<file path="src/rtl/hex_disp_pkg.sv">
// Shared constants and state type for the multiplexed HEX display scheduler.
package hex_disp_pkg;

  localparam int unsigned NUM_DIGITS_DEF = 8;
  localparam int unsigned SEG_W          = 7;
  localparam int unsigned NIBBLE_W       = 4;
  localparam logic [SEG_W-1:0] SEG_BLANK = 7'h7F;

  typedef enum logic [0:0] {
    IDLE = 1'b0,
    SCAN = 1'b1
  } state_t;

endpackage

</file>
<file path="src/rtl/hex_refresh_tick.sv">
// Free-running divider that pulses tick on the last cycle of every TICK_DIV period.
module hex_refresh_tick #(
  parameter int unsigned TICK_DIV = 50000
) (
  input  logic clk,
  input  logic rst_n,
  input  logic enable,
  output logic tick
);

  localparam int unsigned CNT_W = $clog2(TICK_DIV);

  logic [CNT_W-1:0] cnt;

  assign tick = enable && (cnt == CNT_W'(TICK_DIV - 1));

  always_ff @(posedge clk or negedge rst_n) begin
    if (!rst_n) begin
      cnt <= '0;
    end else if (!enable || tick) begin
      cnt <= '0;
    end else begin
      cnt <= cnt + 1'b1;
    end
  end

endmodule

</file>
<file path="src/rtl/hex_display_scheduler.sv">
// Arbitrates host loads and periodic snapshots, then scans the chosen word
// through the shared external decoder one nibble per cycle, MSB digit first.
module hex_display_scheduler
  import hex_disp_pkg::*;
#(
  parameter int unsigned NUM_DIGITS = NUM_DIGITS_DEF,
  parameter int unsigned TICK_DIV   = 50000
) (
  input  logic                          clk,
  input  logic                          rst_n,
  input  logic                          load_valid,
  input  logic [NIBBLE_W*NUM_DIGITS-1:0] load_data,
  output logic                          load_ready,
  input  logic                          blank_lz,
  input  logic                          enable,
  input  logic [NIBBLE_W*NUM_DIGITS-1:0] live_data,
  output logic [NIBBLE_W-1:0]           dec_nibble,
  input  logic [SEG_W-1:0]              dec_seg,
  output logic [SEG_W*NUM_DIGITS-1:0]   hex_out,
  output logic                          frame_done
);

  localparam int unsigned W     = NIBBLE_W * NUM_DIGITS;
  localparam int unsigned IDX_W = (NUM_DIGITS > 1) ? $clog2(NUM_DIGITS) : 1;

  state_t           state;
  logic [W-1:0]     shadow;
  logic             blank_q;
  logic             lz_active;
  logic             pending;
  logic             tick;
  logic [IDX_W-1:0] idx;
  logic [IDX_W-1:0] idx_nxt;
  logic             take_load;
  logic             take_snap;
  logic [W-1:0]     word;
  logic [SEG_W-1:0] cap_seg;

  hex_refresh_tick #(
    .TICK_DIV(TICK_DIV)
  ) u_tick (
    .clk   (clk),
    .rst_n (rst_n),
    .enable(enable),
    .tick  (tick)
  );

  assign load_ready = (state == IDLE);
  assign take_load  = load_ready && load_valid;
  assign take_snap  = load_ready && !load_valid && enable && (pending || tick);
  assign word       = take_load ? load_data : live_data;
  assign idx_nxt    = idx - 1'b1;

  // Leading zeros blank only until the first nonzero nibble; digit 0 always shows.
  assign cap_seg = (blank_q && lz_active && (dec_nibble == '0) && (idx != '0))
                   ? SEG_BLANK : dec_seg;

  // A tick that loses arbitration to the host, or lands mid-scan, is remembered once.
  always_ff @(posedge clk or negedge rst_n) begin
    if (!rst_n) begin
      pending <= 1'b0;
    end else if (!enable || take_snap) begin
      pending <= 1'b0;
    end else if (tick) begin
      pending <= 1'b1;
    end
  end

  always_ff @(posedge clk or negedge rst_n) begin
    if (!rst_n) begin
      state      <= IDLE;
      shadow     <= '0;
      blank_q    <= 1'b0;
      lz_active  <= 1'b0;
      idx        <= '0;
      dec_nibble <= '0;
      hex_out    <= '1;
      frame_done <= 1'b0;
    end else begin
      frame_done <= 1'b0;
      case (state)
        IDLE: begin
          if (take_load || take_snap) begin
            shadow     <= word;
            blank_q    <= blank_lz;
            lz_active  <= 1'b1;
            idx        <= IDX_W'(NUM_DIGITS - 1);
            dec_nibble <= word[W-1 -: NIBBLE_W];
            state      <= SCAN;
          end
        end
        SCAN: begin
          hex_out[idx*SEG_W +: SEG_W] <= cap_seg;
          if (dec_nibble != '0) begin
            lz_active <= 1'b0;
          end
          if (idx == '0) begin
            state      <= IDLE;
            frame_done <= 1'b1;
          end else begin
            idx        <= idx_nxt;
            dec_nibble <= shadow[idx_nxt*NIBBLE_W +: NIBBLE_W];
          end
        end
        default: state <= IDLE;
      endcase
    end
  end

endmodule

</file>
<file path="config.mk">
export PLATFORM = sky130hd
export DESIGN_NAME = hex_display_scheduler
export DESIGN_NICKNAME = d
export VERILOG_FILES = /design/src/rtl/hex_disp_pkg.sv /design/src/rtl/hex_refresh_tick.sv /design/src/rtl/hex_display_scheduler.sv
export SDC_FILE = /design/constraint.sdc
export NUM_CORES = 1
export LEC_CHECK = 0
export ABC_CLOCK_PERIOD_IN_PS = 5900
export CORE_MARGIN = 2
export CORE_UTILIZATION = 68
export CTS_CLUSTER_DIAMETER = 60
export DETAILED_ROUTE_END_ITERATION = 16
export DONT_BUFFER_PORTS = 1
export GPL_ROUTABILITY_DRIVEN = 0
export PLACE_DENSITY = 0.9
export SYNTH_ARGS = -nofsm -noshare
export SYNTH_HDL_FRONTEND = slang
export SYNTH_HIERARCHICAL = 1
export SYNTH_SLANG_ARGS = --single-unit
</file>
<file path="constraint.sdc">
create_clock -name clk -period 5.9 [get_ports clk]
set_input_delay 0.295 -clock clk [delete_from_list [all_inputs] [get_ports clk]]
set_output_delay 0.295 -clock clk [all_outputs]
set_load 0.02 [all_outputs]
</file>
==> reports/summary.log, run 1 <==
qor: synth.synthesis.instances 517
qor: critical_path.worstReg2RegStart idx[0]
qor: global_route.grt_start_max_net_pins 117
qor: clock_network.clk_latency 0.52 ns
qor: synth.async_flop_share 1.00
qor: global_route.first_pass_grt_wire_length 22.2 mm
qor: place.placement.io_buffers 0
qor: drt.drt_iter0_markers 265
qor: synth.synth_area_per_cell 10.4 sq um
qor: synth.ys_seq_elements 116
qor: timing.timing_hold_violations_final 0
qor: min_path.min_path_type in2reg
qor: drt.drtAntennaViolNets 0
qor: place.placed_cell_area 5370 sq um
qor: drt.met1_wl 5.10 mm
qor: critical_path.required 6.35 ns
qor: timing.timing_max_transition_violations_final 0
qor: drt.drc 0
qor: synth.synth.top_cells.by_area sky130_fd_sc_hd__dfrtp_1, sky130_fd_sc_hd__dfstp_2, sky130_fd_sc_hd__mux2i_1
qor: drt.viasPerCell 6.25
qor: outcome.status finished, final reports clean
qor: critical_path.crit_path_max_fanout 16
qor: timing.rsz_0062_raised_after_global_routing false
qor: global_route.globalRoute.totalOverflow 0
qor: flow_run.maxCapViolCount 0
qor: power.power_density 596 nW/um^2
qor: timing.max_clock_freq 312 MHz
qor: critical_path.worst_ep_arrival_time 3.65 ns
qor: critical_path.r2r_cells 7
qor: timing.fin_skew 0.0117 ns
qor: clock_network.cts_max_level 4
qor: drt.drt_first_pass_iters 5
qor: drt.met2_wirelength 7.41 mm
qor: critical_path.worstReg2RegEnd hex_out[34]
qor: finish.design_area 6460 sq um
qor: drt.route.final.wire_length 13.9 mm
qor: floorplan.die_h 92.9 um
qor: synth.dominantRegCellSynth sky130_fd_sc_hd__dfrtp_1
qor: timing.totalNegativeSetupSlack 0 ns
qor: finish.finalNonFillerCells 673
qor: drt.detail_route_met3_wl 879 um
qor: synth.netlist.area_leader.share 0.279
qor: floorplan.fp.coreArea 7690 sq um
qor: synth.synth_edf_count 0
qor: synth.part_of_the_yosys_area_used_for_sequential_elements 0.553
qor: timing.endpoints_failing_setup 0
qor: finish.finalNetCount 640
qor: synth.synth_fp_nets 599
qor: power.power.ir.vdd_worst 414 uV
qor: floorplan.io-pin-count 138
qor: floorplan.start_util 0.700
qor: timing.tightestPinTransition 1.19 ns
qor: finish.antenna_cells 0
qor: timing.period_needed 3.21 ns
qor: finish.fraction_of_final_layout_cells_sized_beyond_drive_strength_1 0.210
qor: critical_path.crit_path_end_kind flip-flop
qor: clock_network.clock_path_buffers 2
qor: min_path.hold-path-endpoint shadow[29]
qor: place.detailed_place_hpwl 8.13 mm
qor: min_path.hold_path_startpoint live_data[29]
qor: synth.synth_area 5380 sq um
qor: clock_network.cts_made_buffers 17
qor: floorplan.num_rows 32
qor: floorplan.fp.dieW 92.9 um
qor: critical_path.timing.critical_path.from_type flip-flop
qor: clock_network.tritoncts done
qor: floorplan.die_area 8640 sq um
qor: min_path.hold_depth 2
qor: clock_network.clkSinkCount 116
qor: critical_path.reg2reg_slack 2.69 ns
qor: global_route.grt_pass1_vias 4335
qor: clock_network.cts_root_buffer sky130_fd_sc_hd__clkbuf_8
qor: synth.post_synth_most_frequent_cells sky130_fd_sc_hd__nor2_1, sky130_fd_sc_hd__dfrtp_1, sky130_fd_sc_hd__dfstp_2
qor: timing.max_slew_margin 0.202
qor: finish.synthToLayoutAreaGrowth 20.1%
qor: global_route.grt_antenna_before_repair 0
qor: timing.layout_worst_path_cycle_share 0.543
qor: critical_path.crit_start idx[0]
qor: synth.yosys.cell_count.top_type sky130_fd_sc_hd__nor2_1
qor: critical_path.timing_worst_setup_path_type reg2reg
qor: drt.dr_total_vias 4207
qor: drt.wire_per_inst 20.6 um
qor: clock_network.post_cts_resize_count 0
qor: place.post-place-cells 593
qor: power.total_leakage_power 2.75 nW
qor: drt.highest_layer met4
qor: synth.synth.largest_area_cell sky130_fd_sc_hd__dfrtp_1
qor: synth.synthesis.yosys.warnings 6
qor: global_route.track_usage 0.341
qor: synth.number_of_library_cell_types_mapped_by_synthesis 41
qor: clock_network.clk_transition_reported_paths 0.06 ns
==> critical path, stage by stage, from the launching register on <==
cell	delay [ns]
sky130_fd_sc_hd__dfrtp_1	0.83
sky130_fd_sc_hd__inv_1	0.24
sky130_fd_sc_hd__ha_1	0.27
sky130_fd_sc_hd__ha_1	0.36
sky130_fd_sc_hd__inv_1	0.10
sky130_fd_sc_hd__nor4b_2	1.01
sky130_fd_sc_hd__nor2_1	0.14
sky130_fd_sc_hd__a21oi_2	0.17
==> registers in the layout, summed over array words and instances, names as in the netlist <==
| register | flops |
|---|---|
| u_tick/cnt | 16 |
| dec_nibble | 4 |
| lz_active | 1 |
| frame_done | 1 |
| pending | 1 |
| hex_out | 56 |
| state | 1 |
| idx | 3 |
| blank_q | 1 |
| shadow | 32 |
==> layout make-up <==
cell class                 instances  area, sq um
sequential                       116         2970
clock buffer                      17          414
multi-input combinational        364         2220
timing repair buffer              49          505
fill                             396         1230
clock inverter                    15          180
inverter                          10         37.5
tap                              102          128
==> worst max-delay path by stage <==
stage	to	slack, ns
after CTS	hex_out[34]	2.66
final	hex_out[34]	2.69
after floorplan	shadow[10]	3.34
after global routing	hex_out[34]	2.46
after global placement	hex_out[34]	3.05
after detailed placement	hex_out[34]	2.81
==> layout by cell type (no fill, tap or decap), types with 9 or more instances in the layout <==
master                          synthesis  final
sky130_fd_sc_hd__a21oi_1               55     54
sky130_fd_sc_hd__clkbuf_16              0     16
sky130_fd_sc_hd__dfrtp_1               60     60
sky130_fd_sc_hd__dfstp_2               56     56
sky130_fd_sc_hd__dlygate4sd3_1          0     47
sky130_fd_sc_hd__inv_1                  9      9
sky130_fd_sc_hd__mux2i_1               36     36
sky130_fd_sc_hd__nand2_1               53     52
sky130_fd_sc_hd__nor2_1                84     84
sky130_fd_sc_hd__o21ai_1               52     52
sky130_fd_sc_hd__xnor2_1               14     14
==> through the flow <==
stage | worst slack (ns) | hold slack [ns] | utilization | power [W]
floorplan | 3.34 | -0.000591 | - | 0.00245
CTS | 2.66 | 0.000712 | 0.840 | 0.00381
finish | 2.69 | 0.0140 | 0.840 | 0.00385
detailed placement | 2.81 | 0.00182 | 0.698 | 0.00267
global placement | 3.05 | 0.00293 | 0.698 | 0.00259
global route | 2.46 | 0.0103 | 0.840 | 0.00403
==> cell families after synthesis <==
logic type | Yosys count | share of synthesized area
and+or+nand+nor | 180 | 0.154
xor gates and xnor gates | 15 | 0.0244
adders and majority gates | 6 | 0.0140
buffers and inverters | 37 | 0.0365
AOI/OAI and AO/OA | 118 | 0.116
DFF | 116 | 0.553
muxes | 45 | 0.103
==> power breakdown <==
group          internal (W)  switching (W)
logic              0.000456       0.000676
registers           0.00122       0.000460
clock network      0.000645       0.000393
==> per-layer routing <==
| layer | vias up | GRT usage |
|---|---|---|
| li1 | 1878 | - |
| met1 | 2104 | 0.391 |
| met2 | 177 | 0.595 |
| met3 | 48 | 0.0952 |
| met4 | 0 | 0.153 |
| met5 | - | 0 |
==> timing repair <==
item,in CTS,in global routing
endpoints found under the hold margin,189,0
setup buffers,0,0
hold buffers,48,0
setup endpoints to repair,0,0
(Power assumes the default switching activity.)
==> inputs of run 2 (changes only) <==
Settings changed: ABC_CLOCK_PERIOD_IN_PS 5900 to 2850, CORE_UTILIZATION 68 to 57, PLACE_DENSITY 0.9 to 0.81.
Clock period 5.9 ns to 2.85 ns, I/O delays scaled along.
==> run 2 against run 1 <==
  * Non-clock buffer count grew 35
  * Die area grew 18%
  * Sequential cell count is the same
  * Combinational power grew 120%
  * Clock power grew 110%
  * Worst setup slack lost 2.5 ns
  * Highest routed layer unchanged
  * Largest power group unchanged
==> reports/summary.log, run 2 (same netlist as run 1, synthesis figures left out) <==
qor: outcome.status finished, final reports clean
qor: timing.period_needed 2.69 ns [-0.517 ns]
qor: drt.dr_total_vias 4240 [+0.78%]
qor: finish.finalNetCount 675 [+5.5%]
qor: global_route.grt_start_max_net_pins 117 [unchanged]
qor: min_path.hold_path_startpoint live_data[31]
qor: finish.registers_with_the_most_flip_flops hex_out x56, shadow x32, u_tick/cnt x16
qor: critical_path.timing.critical_path.from_type flip-flop
qor: critical_path.worstReg2RegEnd shadow[23]
qor: min_path.hold_depth 4 [+2]
qor: critical_path.worst_path_most_repeated_cell sky130_fd_sc_hd__nor2_1
qor: critical_path.worstReg2RegStart u_tick/cnt[7]
qor: finish.mostFrequentLayoutCell sky130_fd_sc_hd__nor2_1
qor: finish.fraction_of_final_layout_cells_sized_beyond_drive_strength_1 0.207 [-0.00355]
qor: floorplan.io-pin-count 138 [unchanged]
qor: clock_network.clk_latency 0.52 ns [about the same]
qor: power.power_density 1180 nW/um^2 [+98%]
qor: clock_network.cts_max_level 4 [unchanged]
qor: clock_network.clk_transition_reported_paths 0.06 ns [about the same]
qor: global_route.grt_pass1_vias 4427 [+2.1%]
qor: timing.max_slew_margin 0.331 [+0.129]
qor: floorplan.start_util 0.585 [-0.115]
qor: power.power.ir.vdd_worst 651 uV [+57%]
qor: drt.wire_per_inst 19.4 um [-5.9%]
qor: global_route.globalRoute.totalOverflow 0 [unchanged]
qor: floorplan.fp.coreArea 9200 sq um [+20%]
qor: drt.drtAntennaViolNets 0 [unchanged]
qor: finish.design_area 6830 sq um [+5.7%]
qor: drt.drt_first_pass_iters 5 [unchanged]
qor: min_path.hold-path-endpoint dec_nibble[3]
qor: power.total_leakage_power 2.93 nW [+6.5%]
qor: floorplan.fp.dieW 101 um [+8.8%]
qor: place.placed_cell_area 5440 sq um [+1.3%]
qor: timing.timing_max_transition_violations_final 0 [unchanged]
qor: timing.timing_hold_violations_final 0 [unchanged]
qor: drt.drc 0 [unchanged]
qor: timing.layout_worst_path_cycle_share 0.943 [+0.400]
qor: floorplan.num_rows 35 [+9.4%]
qor: timing.max_clock_freq 372 MHz [+19%]
qor: timing.totalNegativeSetupSlack 0 ns [unchanged]
qor: finish.regMostFlops hex_out
qor: clock_network.clkSinkCount 116 [unchanged]
qor: critical_path.timing_worst_setup_path_type reg2reg
qor: drt.drt_iter0_markers 220 [-17%]
qor: finish.synthToLayoutAreaGrowth 27.0%
qor: floorplan.die_h 101 um [+8.8%]
qor: critical_path.timing.critical_path.slowest_cell_delay 0.55 ns [-0.46 ns]
qor: global_route.track_usage 0.286 [-0.0553]
qor: clock_network.tritoncts done
qor: critical_path.crit_path_end_kind flip-flop
qor: timing.fin_worst_hold_slack 0.0593 ns [+0.0453 ns]
qor: timing.rsz_0062_raised_after_global_routing false
qor: clock_network.cts_root_buffer sky130_fd_sc_hd__clkbuf_8
qor: floorplan.die_area 10200 sq um [+18%]
qor: timing.fin_skew 0.0240 ns [+0.0124 ns]
qor: critical_path.required 3.27 ns [-3.08 ns]
qor: place.post-place-cells 608 [+2.5%]
qor: global_route.first_pass_grt_wire_length 22.0 mm [-0.72%]
qor: critical_path.crit_path_cell_trace or4b_1 > or4_4 > nor2_1 > o21ai_1 > a21oi_4 > buf_12 > nor2_1 > a21oi_1
qor: finish.antenna_cells 0 [unchanged]
qor: finish.layout.cells.most_common_list sky130_fd_sc_hd__nor2_1, sky130_fd_sc_hd__dlygate4sd3_1, sky130_fd_sc_hd__dfrtp_1
qor: critical_path.worst_ep_arrival_time 3.11 ns [-0.54 ns]
qor: clock_network.post_cts_resize_count 0 [unchanged]
qor: finish.final_util 0.742 [-0.0979]
qor: critical_path.reg2reg_slack 0.16 ns [-2.53 ns]
qor: clock_network.clock_path_buffers 2 [unchanged]
qor: min_path.min_path_type in2reg
qor: critical_path.r2r_cells 8 [+1]
qor: clock_network.cts_made_buffers 17 [unchanged]
qor: global_route.grt_antenna_before_repair 0 [unchanged]
qor: finish.finalNonFillerCells 716 [+6.4%]
qor: timing.tightestPinTransition 1.00 ns [-0.194 ns]
qor: timing.endpoints_failing_setup 0 [unchanged]
qor: finish.largest_reg_flops 56 [unchanged]
qor: place.placement.io_buffers 0 [unchanged]
qor: critical_path.slowest_stage sky130_fd_sc_hd__or4_4
qor: drt.viasPerCell 5.92 [-5.3%]
qor: critical_path.crit_path_max_fanout 56 [+40]
qor: drt.route.final.wire_length 13.9 mm [about the same]
qor: place.detailed_place_hpwl 7.98 mm [-1.8%]
qor: flow_run.maxCapViolCount 0 [unchanged]
## run 2: per-stage QoR
| step | setup slack [ns] | total power (W) |
|---|---|---|
| final | 0.161 | 0.00805 |
| after CTS | 0.225 | 0.00795 |
| after global placement | 0.393 | 0.00546 |
| after global routing | 0.0171 | 0.00849 |
| after floorplan | 0.288 | 0.00507 |
| after detailed placement | 0.248 | 0.00560 |
## run 2: metal layers
layer / global-route usage / wire length (um)
met5: 0 / 0
met4: 0.149 / 549
met3: 0.0870 / 713
met2: 0.481 / 7280
met1: 0.331 / 5330
## run 2: worst max path at each step
stage               cells past startpoint  slack (ns)    endpoint     startpoint
floorplan                               8        0.29  shadow[10]  u_tick/cnt[7]
global placement                        8        0.39   shadow[0]  u_tick/cnt[7]
detailed placement                      8        0.25  shadow[12]  u_tick/cnt[7]
CTS                                     8        0.23  shadow[12]  u_tick/cnt[7]
global route                            8        0.02  shadow[23]  u_tick/cnt[7]
finish                                  8        0.16  shadow[23]  u_tick/cnt[7]
## run 2: what timing repair did
| action | in CTS | in global routing |
|---|---|---|
| hold buffers | 77 | 0 |
| buffers inserted | 0 | 0 |
| hold endpoints to repair | 223 | 0 |
## run 2: final cells by class
cell class | count | area (sq um)
flip-flops and latches | 116 | 2970
well taps | 111 | 139
clock buffers | 23 | 509
fillers | 579 | 2370
repair buffers | 84 | 853
inverters | 10 | 37.5
clock inverters | 8 | 93.8
multi-input cells | 364 | 2220
## run 2: critical path: cells and delay by family, from the launching register on
family	cells	cell delay [ns]
buffers and inverters	1	0.26
AO/OA/AOI/OAI	3	0.61
flip-flops	1	0.44
AND/OR/NAND/NOR	4	1.29
## run 2: where the power goes
| group | total (W) | switching (W) | leakage, nW | internal (W) |
|---|---|---|---|---|
| sequential | 0.00338 | 0.000853 | 1.31 | 0.00252 |
| combinational | 0.00254 | 0.00149 | 1.32 | 0.00105 |
| clock | 0.00214 | 0.000730 | 0.300 | 0.00141 |
| total | 0.00805 | 0.00307 | 2.93 | 0.00498 |
==> inputs of run 3 (changes only) <==
Settings changed: CORE_UTILIZATION 57 to 51, PLACE_DENSITY 0.81 to 0.75, SKIP_CTS_REPAIR_TIMING from default to 1.
==> run 3 against run 2 <==
  * Non-clock buffer count is 1 lower
  * Critical endpoint unchanged
  * Final area is 0.22% lower
  * Largest power group unchanged
  * Wire length is 3.5% lower
  * Sequential share of layout area is 0.096 points higher
  * Combinational power is 2% lower
  * Sequential cell count stayed put
  * Highest routed layer unchanged
==> reports/summary.log, run 3 (same netlist as run 1, synthesis figures left out) <==
qor: critical_path.timing.critical_path.slowest_cell_delay 0.64 ns [+0.09 ns]
qor: finish.mostFrequentLayoutCell sky130_fd_sc_hd__nor2_1
qor: power.total_leakage_power 2.91 nW [-0.82%]
qor: critical_path.worstReg2RegEnd shadow[23]
qor: drt.met1_wl 5.29 mm [-0.75%]
qor: critical_path.crit_start state
qor: timing.endpoints_failing_setup 0 [unchanged]
qor: min_path.min_path_type in2reg
qor: floorplan.io-pin-count 138 [unchanged]
qor: critical_path.worstReg2RegStart state
qor: timing.timing.final.ws_setup 0.0710 ns [-0.0903 ns]
qor: global_route.grt_antenna_before_repair 0 [unchanged]
qor: power.power_density 1160 nW/um^2 [-2.0%]
qor: timing.max_clock_freq 360 MHz [-3.2%]
qor: critical_path.worst_ep_arrival_time 3.17 ns [+0.06 ns]
qor: place.place_ws 0.267 ns [+0.0196 ns]
qor: global_route.track_usage 0.215 [-0.0713]
qor: critical_path.crit_path_cell_trace buf_4 > inv_1 > nand2_2 > mux2i_1 > dlygate4sd3_1 > a21oi_1
qor: place.placement.io_buffers 0 [unchanged]
qor: global_route.first_pass_grt_wire_length 18.7 mm [-15%]
qor: critical_path.r2r_cells 6 [-2]
qor: timing.timing_hold_violations_final 0 [unchanged]
qor: finish.regMostFlops hex_out
qor: critical_path.slowest_stage sky130_fd_sc_hd__dlygate4sd3_1
qor: drt.route.final.wire_length 13.4 mm [-3.5%]
qor: finish.synthToLayoutAreaGrowth 26.7%
qor: finish.antenna_cells 0 [unchanged]
qor: timing.period_needed 2.78 ns [+0.0903 ns]
qor: clock_network.cts_max_level 4 [unchanged]
qor: drt.dr_total_vias 4171 [-1.6%]
qor: drt.viasPerCell 5.64 [-4.8%]
qor: finish.registers_with_the_most_flip_flops hex_out x56, shadow x32, u_tick/cnt x16
qor: clock_network.clock_path_buffers 2 [unchanged]
qor: clock_network.clk_latency 0.52 ns [about the same]
qor: floorplan.die_area 11400 sq um [+11%]
qor: drt.drt_first_pass_iters 5 [unchanged]
qor: critical_path.crit_path_max_fanout 32 [-43%]
qor: drt.drtAntennaViolNets 0 [unchanged]
qor: outcome.status finished, final reports clean
qor: floorplan.fp.dieW 107 um [+5.5%]
qor: finish.layout.cells.most_common_list sky130_fd_sc_hd__nor2_1, sky130_fd_sc_hd__dlygate4sd3_1, sky130_fd_sc_hd__dfrtp_1
qor: drt.met2_wirelength 7.05 mm [-3.3%]
qor: drt.highest_layer met4
qor: critical_path.timing_worst_setup_path_type reg2reg
qor: place.detailed_place_hpwl 7.99 mm [+0.20%]
qor: timing.max_slew_margin 0.334 [+0.00313]
qor: clock_network.clkSinkCount 116 [unchanged]
qor: timing.fin_skew 0.0156 ns [-0.00838 ns]
qor: global_route.globalRoute.totalOverflow 0 [unchanged]
qor: finish.fill_cells 756 [+31%]
qor: finish.finalNonFillerCells 740 [+3.4%]
qor: clock_network.tritoncts done
qor: critical_path.timing.critical_path.from_type flip-flop
qor: clock_network.cts_root_buffer sky130_fd_sc_hd__clkbuf_8
qor: critical_path.path_depth 6 [-2]
qor: timing.totalNegativeSetupSlack 0 ns [unchanged]
qor: critical_path.required 3.24 ns [-0.03 ns]
qor: power.power.ir.vdd_worst 550 uV [-16%]
qor: critical_path.worst-path-buf-inv 3 [+2]
qor: critical_path.crit_path_end_kind flip-flop
qor: drt.wire_per_inst 18.1 um [-6.6%]
qor: critical_path.critPathCapture shadow[23]
qor: critical_path.reg2reg_slack 0.07 ns [-0.09 ns]
qor: drt.drc 0 [unchanged]
qor: critical_path.cpLargestDelayFamily buffers and inverters
qor: global_route.grt_start_max_net_pins 117 [unchanged]
qor: drt.detail_route_met3_wl 675 um [-5.3%]
qor: place.post-place-cells 633 [+4.1%]
qor: timing.tightestPinTransition 0.995 ns [-0.00467 ns]
qor: finish.fraction_of_final_layout_cells_sized_beyond_drive_strength_1 0.200 [-0.00628]
qor: flow_run.maxCapViolCount 0 [unchanged]
qor: clock_network.clk_transition_reported_paths 0.05 ns [about the same]
qor: floorplan.die_h 107 um [+5.5%]
qor: finish.finalNetCount 674 [-0.15%]
qor: floorplan.fp.coreArea 10300 sq um [+12%]
qor: floorplan.num_rows 37 [+5.7%]
qor: finish.largest_reg_flops 56 [unchanged]
qor: timing.timing_max_transition_violations_final 0 [unchanged]
qor: drt.drt_iter0_markers 285 [+30%]
qor: clock_network.cts_made_buffers 17 [unchanged]
qor: finish.final_util 0.663 [-0.0796]
qor: timing.layout_worst_path_cycle_share 0.975 [+0.0317]
qor: power.p_total 0.00787 W [-2.2%]
qor: global_route.grt_pass1_vias 3832 [-13%]
qor: floorplan.start_util 0.523 [-0.0615]
-- run 3: cell count changes in the layout (fill, tap and decap cells not counted) --
| cell | before | now |
|---|---|---|
| sky130_fd_sc_hd__clkbuf_8 | 4 | 6 |
| sky130_fd_sc_hd__inv_4 | 1 | 0 |
| sky130_fd_sc_hd__clkinvlp_4 | 1 | 0 |
| sky130_fd_sc_hd__dlygate4sd3_1 | 76 | 75 |
| sky130_fd_sc_hd__bufinv_16 | 2 | 1 |
| sky130_fd_sc_hd__clkbuf_16 | 18 | 17 |
| sky130_fd_sc_hd__clkinv_2 | 4 | 2 |
| sky130_fd_sc_hd__clkbuf_1 | 1 | 5 |
-- run 3: layout make-up --
class | instances | area, sq um | area share
clock buffer | 28 | 527 | 0.0773
clock inverter | 3 | 40.0 | 0.00588
inverter | 10 | 37.5 | 0.00551
multi-input combinational | 364 | 2220 | 0.326
sequential | 116 | 2970 | 0.436
tap | 136 | 170 | 0.0250
timing repair buffer | 83 | 843 | 0.124
-- run 3: tightest hold or removal path, cell delays in order --
cell	delay, ns
sky130_fd_sc_hd__mux2i_1	0.05
sky130_fd_sc_hd__nor2_1	0.09
sky130_fd_sc_hd__a21oi_1	0.05
sky130_fd_sc_hd__a31oi_1	0.16
-- run 3: metal layers --
layer	global-route usage	vias up
met1	0.265	2050
met4	0.102	0
li1	-	1926
met2	0.350	162
met5	0	-
met3	0.0602	33
-- run 3: metrics by stage --
step,cell area [sq um],hold slack [ns]
finish,6810,0.0208
global route,6810,0.0430
CTS,6030,-0.689
detailed placement,5470,-0.148
global placement,5470,-0.148
floorplan,5380,-0.153
-- run 3: worst min-delay path by stage --
stage / from / end / slack, ns / cells past startpoint
2_1_floorplan: rst_n / blank_q / -0.15 / 0
4_1_cts: rst_n / shadow[29] / -0.69 / 0
3_3_place_gp: rst_n / u_tick/cnt[8] / -0.15 / 0
5_1_grt: live_data[29] / dec_nibble[1] / 0.04 / 4
3_5_place_dp: rst_n / u_tick/cnt[9] / -0.15 / 0
6_report: live_data[28] / dec_nibble[0] / 0.02 / 4
-- run 3: power breakdown --
| group | total (W) | switching (W) | internal, W |
|---|---|---|---|
| sequential | 0.00337 | 0.000848 | 0.00252 |
| clock | 0.00201 | 0.000689 | 0.00132 |
| combinational | 0.00250 | 0.00145 | 0.00105 |
| total | 0.00787 | 0.00298 | 0.00489 |
